File: src/rtl/systolic_result_drain.sv
// Result drain for the systolic array: captures an NxN tile from the PE chain, rescales and
// saturates each element on capture, then streams the tile out row-major over valid/ready.
module systolic_result_drain #(
    parameter int N      = 4,
    parameter int DATA_W = 16,
    parameter int OUT_W  = 8,
    parameter int SHIFT  = 0
) (
    input  logic                     clk,
    input  logic                     rstn,
    input  logic                     OutputSign,
    input  logic [$clog2(N)-1:0]     row_out,
    input  logic signed [DATA_W-1:0] pe_data,
    input  logic                     out_ready,
    output logic                     out_valid,
    output logic signed [OUT_W-1:0]  out_data,
    output logic [$clog2(N)-1:0]     out_row,
    output logic [$clog2(N)-1:0]     out_col,
    output logic                     out_last,
    output logic                     busy,
    output logic                     tile_done,
    output logic                     sat_err,
    output logic                     proto_err,
    output logic                     overrun_err,
    input  logic                     err_clr
);

    localparam int IW = $clog2(N);
    localparam int CW = 2 * IW;
    localparam int NE = N * N;

    localparam logic [IW-1:0] COL_LAST = IW'(N - 1);
    localparam logic [CW-1:0] IDX_LAST = CW'(NE - 1);

    localparam logic signed [DATA_W-1:0] SAT_MAX = DATA_W'((2 ** (OUT_W - 1)) - 1);
    localparam logic signed [DATA_W-1:0] SAT_MIN = DATA_W'(-(2 ** (OUT_W - 1)));

    typedef enum logic [1:0] {
        S_IDLE    = 2'd0,
        S_CAPTURE = 2'd1,
        S_DRAIN   = 2'd2
    } state_e;

    state_e state_q, state_d;

    logic [IW-1:0] col_cnt_q, col_cnt_d;
    logic [CW-1:0] cap_cnt_q, cap_cnt_d;
    logic [IW-1:0] row_lat_q, row_lat_d;
    logic [CW-1:0] rd_idx_q,  rd_idx_d;
    logic          sat_err_q, sat_err_d;
    logic          proto_err_q, proto_err_d;
    logic          overrun_err_q, overrun_err_d;

    logic signed [OUT_W-1:0] tile_q [NE];

    logic                    cap_fire;
    logic                    accept;
    logic                    last_acc;
    logic [IW-1:0]           wr_row;
    logic [CW-1:0]           wr_addr;
    logic [OUT_W:0]          scaled;
    logic signed [OUT_W-1:0] wr_data;
    logic                    wr_sat;
    logic                    proto_set;
    logic                    overrun_set;

    // Returns {saturated, value}: arithmetic shift then clamp to the signed OUT_W range.
    function automatic logic [OUT_W:0] sat_scale(input logic signed [DATA_W-1:0] x);
        logic signed [DATA_W-1:0] v;
        v = x >>> SHIFT;
        if (v > SAT_MAX) begin
            return {1'b1, SAT_MAX[OUT_W-1:0]};
        end else if (v < SAT_MIN) begin
            return {1'b1, SAT_MIN[OUT_W-1:0]};
        end else begin
            return {1'b0, v[OUT_W-1:0]};
        end
    endfunction

    assign cap_fire = OutputSign && ((state_q == S_IDLE) || (state_q == S_CAPTURE));
    assign accept   = (state_q == S_DRAIN) && out_ready;
    assign last_acc = accept && (rd_idx_q == IDX_LAST);

    // A row's index is latched on its first element; later elements of the row reuse it.
    assign wr_row  = (col_cnt_q == '0) ? row_out : row_lat_q;
    assign wr_addr = {wr_row, col_cnt_q};
    assign scaled  = sat_scale(pe_data);
    assign wr_sat  = scaled[OUT_W];
    assign wr_data = scaled[OUT_W-1:0];

    assign proto_set =
        ((state_q == S_IDLE) && OutputSign && (row_out != '0)) ||
        ((state_q == S_CAPTURE) && OutputSign && (col_cnt_q != '0) && (row_out != row_lat_q)) ||
        ((state_q == S_CAPTURE) && !OutputSign && (cap_cnt_q != '0));
    assign overrun_set = (state_q == S_DRAIN) && OutputSign;

    always_ff @(posedge clk or negedge rstn) begin
        if (!rstn) begin
            state_q <= S_IDLE;
        end else begin
            state_q <= state_d;
        end
    end

    always_comb begin
        state_d = state_q;
        case (state_q)
            S_IDLE: begin
                if (OutputSign) begin
                    state_d = S_CAPTURE;
                end
            end
            S_CAPTURE: begin
                if (OutputSign && (cap_cnt_q == IDX_LAST)) begin
                    state_d = S_DRAIN;
                end
            end
            S_DRAIN: begin
                if (last_acc) begin
                    state_d = S_IDLE;
                end
            end
            default: state_d = S_IDLE;
        endcase
    end

    always_comb begin
        out_valid = (state_q == S_DRAIN);
        busy      = (state_q != S_IDLE);
        tile_done = last_acc;
        out_data  = '0;
        out_row   = '0;
        out_col   = '0;
        out_last  = 1'b0;
        if (state_q == S_DRAIN) begin
            out_data = tile_q[rd_idx_q];
            out_row  = rd_idx_q[CW-1:IW];
            out_col  = rd_idx_q[IW-1:0];
            out_last = (rd_idx_q == IDX_LAST);
        end
    end

    always_comb begin
        col_cnt_d = col_cnt_q;
        cap_cnt_d = cap_cnt_q;
        row_lat_d = row_lat_q;
        rd_idx_d  = rd_idx_q;
        if (cap_fire) begin
            col_cnt_d = (col_cnt_q == COL_LAST) ? '0 : col_cnt_q + 1'b1;
            cap_cnt_d = (cap_cnt_q == IDX_LAST) ? '0 : cap_cnt_q + 1'b1;
            if (col_cnt_q == '0) begin
                row_lat_d = row_out;
            end
        end
        if (accept) begin
            rd_idx_d = (rd_idx_q == IDX_LAST) ? '0 : rd_idx_q + 1'b1;
        end
    end

    // Sticky flags: a set event in the same cycle as err_clr takes priority.
    always_comb begin
        sat_err_d     = (cap_fire && wr_sat) || (sat_err_q && !err_clr);
        proto_err_d   = proto_set || (proto_err_q && !err_clr);
        overrun_err_d = overrun_set || (overrun_err_q && !err_clr);
    end

    always_ff @(posedge clk or negedge rstn) begin
        if (!rstn) begin
            col_cnt_q     <= '0;
            cap_cnt_q     <= '0;
            row_lat_q     <= '0;
            rd_idx_q      <= '0;
            sat_err_q     <= 1'b0;
            proto_err_q   <= 1'b0;
            overrun_err_q <= 1'b0;
        end else begin
            col_cnt_q     <= col_cnt_d;
            cap_cnt_q     <= cap_cnt_d;
            row_lat_q     <= row_lat_d;
            rd_idx_q      <= rd_idx_d;
            sat_err_q     <= sat_err_d;
            proto_err_q   <= proto_err_d;
            overrun_err_q <= overrun_err_d;
        end
    end

    // Tile storage holds data only, so it carries no reset.
    always_ff @(posedge clk) begin
        if (cap_fire) begin
            tile_q[wr_addr] <= wr_data;
        end
    end

    assign sat_err     = sat_err_q;
    assign proto_err   = proto_err_q;
    assign overrun_err = overrun_err_q;

endmodule
File: config.mk
export PLATFORM = sky130hd
export DESIGN_NAME = systolic_result_drain
export DESIGN_NICKNAME = d
export VERILOG_FILES = /design/src/rtl/systolic_result_drain.sv
export SDC_FILE = /design/constraint.sdc
export NUM_CORES = 1
export LEC_CHECK = 0
export ABC_AREA = 0
export CAP_MARGIN = 20
export CORE_MARGIN = 2
export CORE_UTILIZATION = 45
export DETAILED_ROUTE_END_ITERATION = 7
export HOLD_SLACK_MARGIN = 0.05
export PLACE_DENSITY = 0.66
export SLEW_MARGIN = 10
export SYNTH_ARGS = -nofsm -noshare
export SYNTH_HDL_FRONTEND = slang
export SYNTH_SLANG_ARGS = --single-unit
File: constraint.sdc
create_clock -name clk -period 5.7 [get_ports clk]
set_clock_uncertainty 0.1 [all_clocks]
set_input_delay 1.71 -clock clk [delete_from_list [all_inputs] [get_ports clk]]
set_output_delay 1.71 -clock clk [all_outputs]
set_load 0.05 [all_outputs]
== After elaboration in Yosys (flattened, before gate mapping) ==
Memories as Yosys holds them, arrays and structs flattened.
Index checks and enable logic that the tools add are counted.

* Add/sub/neg operators: 3
* Eq/ne operators: 9
* $lt $le $gt $ge: 2
* Muxes and demuxes: 16
* Reductions and logical operators: 31

{| class="wikitable"
|+ Operators by type and width
! kind !! number
|-
| $mux 9 || 2
|-
| $gt 16x8->1 const B || 1
|-
| $logic_and 1x1->1 || 16
|-
| $lt 16x8->1 const B || 1
|-
| $mux 2 || 7
|-
| $add 4x1->4 const B || 2
|-
| $eq 4x4->1 const B || 2
|-
| $mux 4 || 2
|-
| $mux 8 || 1
|-
| $logic_or 1x1->1 || 6
|-
| $pmux 2 s3 || 1
|-
| $reduce_bool 2->1 || 3
|-
| $eq 2x2->1 const B || 2
|-
| $logic_not 2->1 || 2
|-
| $ne 2x1->1 const B || 2
|-
| $reduce_bool 4->1 || 1
|-
| $mux 1 || 3
|-
| $reduce_and 3->1 || 1
|-
| $add 2x1->2 const B || 1
|-
| $eq 2x1->1 const B || 1
|-
| $logic_not 1->1 || 2
|-
| $ne 2x2->1 || 1
|-
| $ne 2x2->1 const B || 1
|}

* Memories: 1
* Output and inout port bits: 19
* Bits in writable memories: 128
* Bits in registers: 17

{| class="wikitable"
|+ Memory list
! name !! words !! width !! rd ports !! clocked after memory_dff !! write ports !! RTL line !! source
|-
| tile_q || 16 || 8 || 1 || 0 || 1 || 54 || <nowiki>logic signed [OUT_W-1:0] tile_q [NE];</nowiki>
|}

== Longest topological paths before layout ==
* Depth in word-level cells: 7
* Depth in mapped cells: 7
* Depth with buffers taken out: 5

== Worst setup path after synthesis ==
OpenSTA, ideal clock, no wires.

* Path type: in2out
* Start point: input port out_ready
* End point: output port tile_done
* Slack: 1.433 ns
* Arrival: 2.457 ns
* Stages: 2
* Buffers on the path: 0
* Cells stage by stage: nand2_1 > nor2_1

* Cells in the longest elaborated chain, start to end: 2

{| class="wikitable"
|+ Ends and longest elaborated chain
! what !! RTL line !! source
|-
| start: declaration || 14 || <nowiki>input logic out_ready,</nowiki>
|-
| $logic_and 1x1->1 || 81 || <nowiki>assign accept = (state_q == S_DRAIN) && out_ready;</nowiki>
|-
| $logic_and 1x1->1 || 82 || <nowiki>assign last_acc = accept && (rd_idx_q == IDX_LAST);</nowiki>
|-
| end: declaration || 21 || <nowiki>output logic tile_done,</nowiki>
|}

No other way between the ends.

== Worst setup path in the final report ==
Ends and elaborated chain as after synthesis.

==> summary.md <==
| Metric | Value |
|---|---|
| CP Max Fanout | 5 |
| Mux cell area share after synthesis | 10.7% |
| Synth Area in Compound Gates | under 10% |
| XOR/XNOR share of the synthesized area | 0.565% |
| Hold Path Class | flop to flop |
| Total grt overflow | 0 |
| Layout cells sized above 1 | 11.9% |
| Worst-Skew Late Latency | 410 ps |
| Post-synthesis simple-gate area fraction | ~7.1% |
| Io pins | between 40 and 50 |
| Cells after DPL | 624 |
| Maximum vdd drop | 0.000187 V |
| Number of remaining DRC errors | 0 |
| Clock Power Share | 40.2% |
| Vias per inst | 5.47 |
| Post-synth EDFFs | 128 |
| Share of the synthesized area in the top cell type | 61.9% |
| Hold buffers post-CTS | 0 |
| Synth-to-Final Area Change | 18.9% |
| Placer Congestion | 0.800 |
| DP Area | 6760 µm² |
| CTS Buf Count | 17 |
| Final worst path period share | between 80% and 90% |
| Setup Buffers After CTS | 0 |
| Final hold slack | 411 ps |
| Synthesized flop and latch total | 145 |
| DIE AREA | 14700 µm² |
| Cts repair resizes | 0 |
| CTS H-tree depth | 4 |
| CTS tree | yes |
| Final WL | about 12 mm |
| Chip Width | around 120 µm |
| Sequential area share after synthesis | 68.8% |
| CP endpoint kind | output pin |
| Largest net degree at the start of global routing | 47 |
| Internal | between 2 and 2.5 mW |
| Global-route wire length before repair | 19.4 mm |
| Unrepaired setup endpoints after global routing | false |
| Final number of setup-violating endpoints | 0 |
| Sw Share | 25.0% |
| Post-Syn Instances | roughly 420 |
| Combinational family with the most area after synthesis | multiplexers |
| Initial Utilization | 46.5% |
| Cell Rows | between 40 and 50 |
| Die height | 121 µm |
| Synthesized net count | around 450 |
| CTS Buffer Depth | 2 |
| Drt pass-1 iters | 5 |
| Leak | between 2 and 2.5 nW |
| Avg Synthesized Cell Area | 14.9 µm² |
| Detail Placement HPWL | 8.07 mm |
| Fin crit period | slightly above 5000 ps |
| Root Driver | clkbuf_16 |
| Yosys warns | 0 |
| Ys async rst share | roughly an eighth |
| Final Instance Count excl. Fillers | roughly 660 |
| DR vias | 3588 |
| Crit path kind | input pin to output pin |
| DR iter-0 viols | 264 |
| Ant diodes | 0 |
| Layout net count | 497 |
| NetSw | around 700 µW |
| Avg WL per Cell | 19.0 µm |
| Most frequent cells in the layout | edfxtp_1, mux2i_1, clkdlybuf4s50_1 |
| Max-slew violation count | 0 |
| Yosys cell types | 43 |
| # port buffers | 41 |
| Commonest non-fill, non-tap cell in the layout | edfxtp_1 |
| Worst-path clk slew | 60 ps |
| Design area | 7380 µm² |
| Adder-Cell Fraction of Synth Area | 1.41% |
| Seq pwr share | 46.8% |
| Power Density | around 390 nW/µm² |
| Final hold vios | 0 |
| Worst rel slew slack | 39.2% |
| Achievable Freq | between 0.15 and 0.2 GHz |
| Synth area leader | edfxtp_1 |
| Total GRT Usage | 18.2% |
| Core Area | 13300 µm² |
| Vias in the first global route | 3540 |
| Initial antenna violation count | 0 |
| Critical path arrival | 3310 ps |
| Setup TNS | 0 ps |
| Main synth FF type | edfxtp_1 |
| R2R Setup Slk | ~3300 ps |
| Post-route ant nets | 0 |
| Clock sink count | 145 |
| Gate power share | 12.9% |
| Worst slew pin tran | between 900 and 1000 ps |
| CP Data Required Time | 3890 ps |
| Status | finished clean |
| Worst setup SP type | input pin |
| Synth area leaders | edfxtp_1, mux2i_1, dfrtp_1 |
| Max cap viols | 0 |
| Netlist area before placement | 6200 µm² |
stage by stage:
stage / utilization, % / setup WS, ps / total power, mW
floorplan: - / 1430 / 1.60
global placement: 50.6 / 612 / 1.71
detailed placement: 50.6 / 575 / 1.73
CTS: 55.3 / 568 / 2.88
global route: 55.3 / 489 / 2.97
finish: 55.3 / 576 / 2.86
synthesized netlist by cell type (all sizes together), types with 2 or more instances:
library cell,count
o21ai,20
mux2,2
nand3,15
mux2i,64
ha,7
or3,2
nand2b,2
nand4,2
nand2,26
a22oi,32
edfxtp,128
dfrtp,17
a21oi,5
and2,4
nor2b,6
xnor2,4
nor4,2
clkbuf,3
inv,11
nor2,34
buf,17
cells by family (layout without fill, tap and decap cells):
logic type,Yosys count,count (layout)
AOI/OAI and AO/OA,67,67
adders and majority gates,7,7
xor gates and xnor gates,4,4
muxes,66,66
buffers and inverters,32,95
DFF,145,145
and+or+nand+nor,96,96
per-layer routing:
metal / vias up / GRT usage (%) / part of all wire, %
met5: - / 0 / 0
met4: 0 / 7.11 / 1.6
met3: 14 / 3.57 / 6.5
met2: 146 / 28.7 / 48
met1: 1745 / 24.9 / 43
li1: 1683 / - / -
final timing paths:
check | startpoint | to | depth (start not counted)
max reg2reg | col_cnt_q[0] | tile_q[15][2] | 4
min reg2reg | cap_cnt_q[3] | cap_cnt_q[3] | 1
min in group asynchronous | rstn | sat_err | 1
max | out_ready | tile_done | 4
max in group asynchronous | rstn | rd_idx_q[0] | 1
min | cap_cnt_q[3] | cap_cnt_q[3] | 1
final cells by class:
| cell class | count | area (µm²) |
|---|---|---|
| Fill cell | 1082 | 5970 |
| Sequential cell | 145 | 4270 |
| Multi-Input combinational cell | 240 | 1720 |
| Timing Repair Buffer | 51 | 498 |
| Clock buffer | 18 | 429 |
| Tap cell | 176 | 220 |
| Clock inverter | 14 | 188 |
| Inverter | 12 | 45.0 |
power groups by stage:
stage               registers (mW)  clock network, mW  logic, mW
finish                        1.34               1.15      0.370
global route                  1.35               1.22      0.407
CTS                           1.34               1.17      0.371
floorplan                     1.35                  0      0.246
detailed placement            1.36                  0      0.370
global placement              1.35                  0      0.357
critical path: stages:
cell             delay [ps]
clkdlybuf4s50_1         550
nand2_1                 120
nor2_1                  120
clkdlybuf4s50_1         810
state kept, by name, indices dropped and copies added (netlist names):
signal and count:
sat_err 1, row_lat_q 2, proto_err 1, col_cnt_q 2
rd_idx_q 4, state_q 2, overrun_err 1, tile_q 128
cap_cnt_q 4
Note: power is estimated with default switching activity, not from simulation.
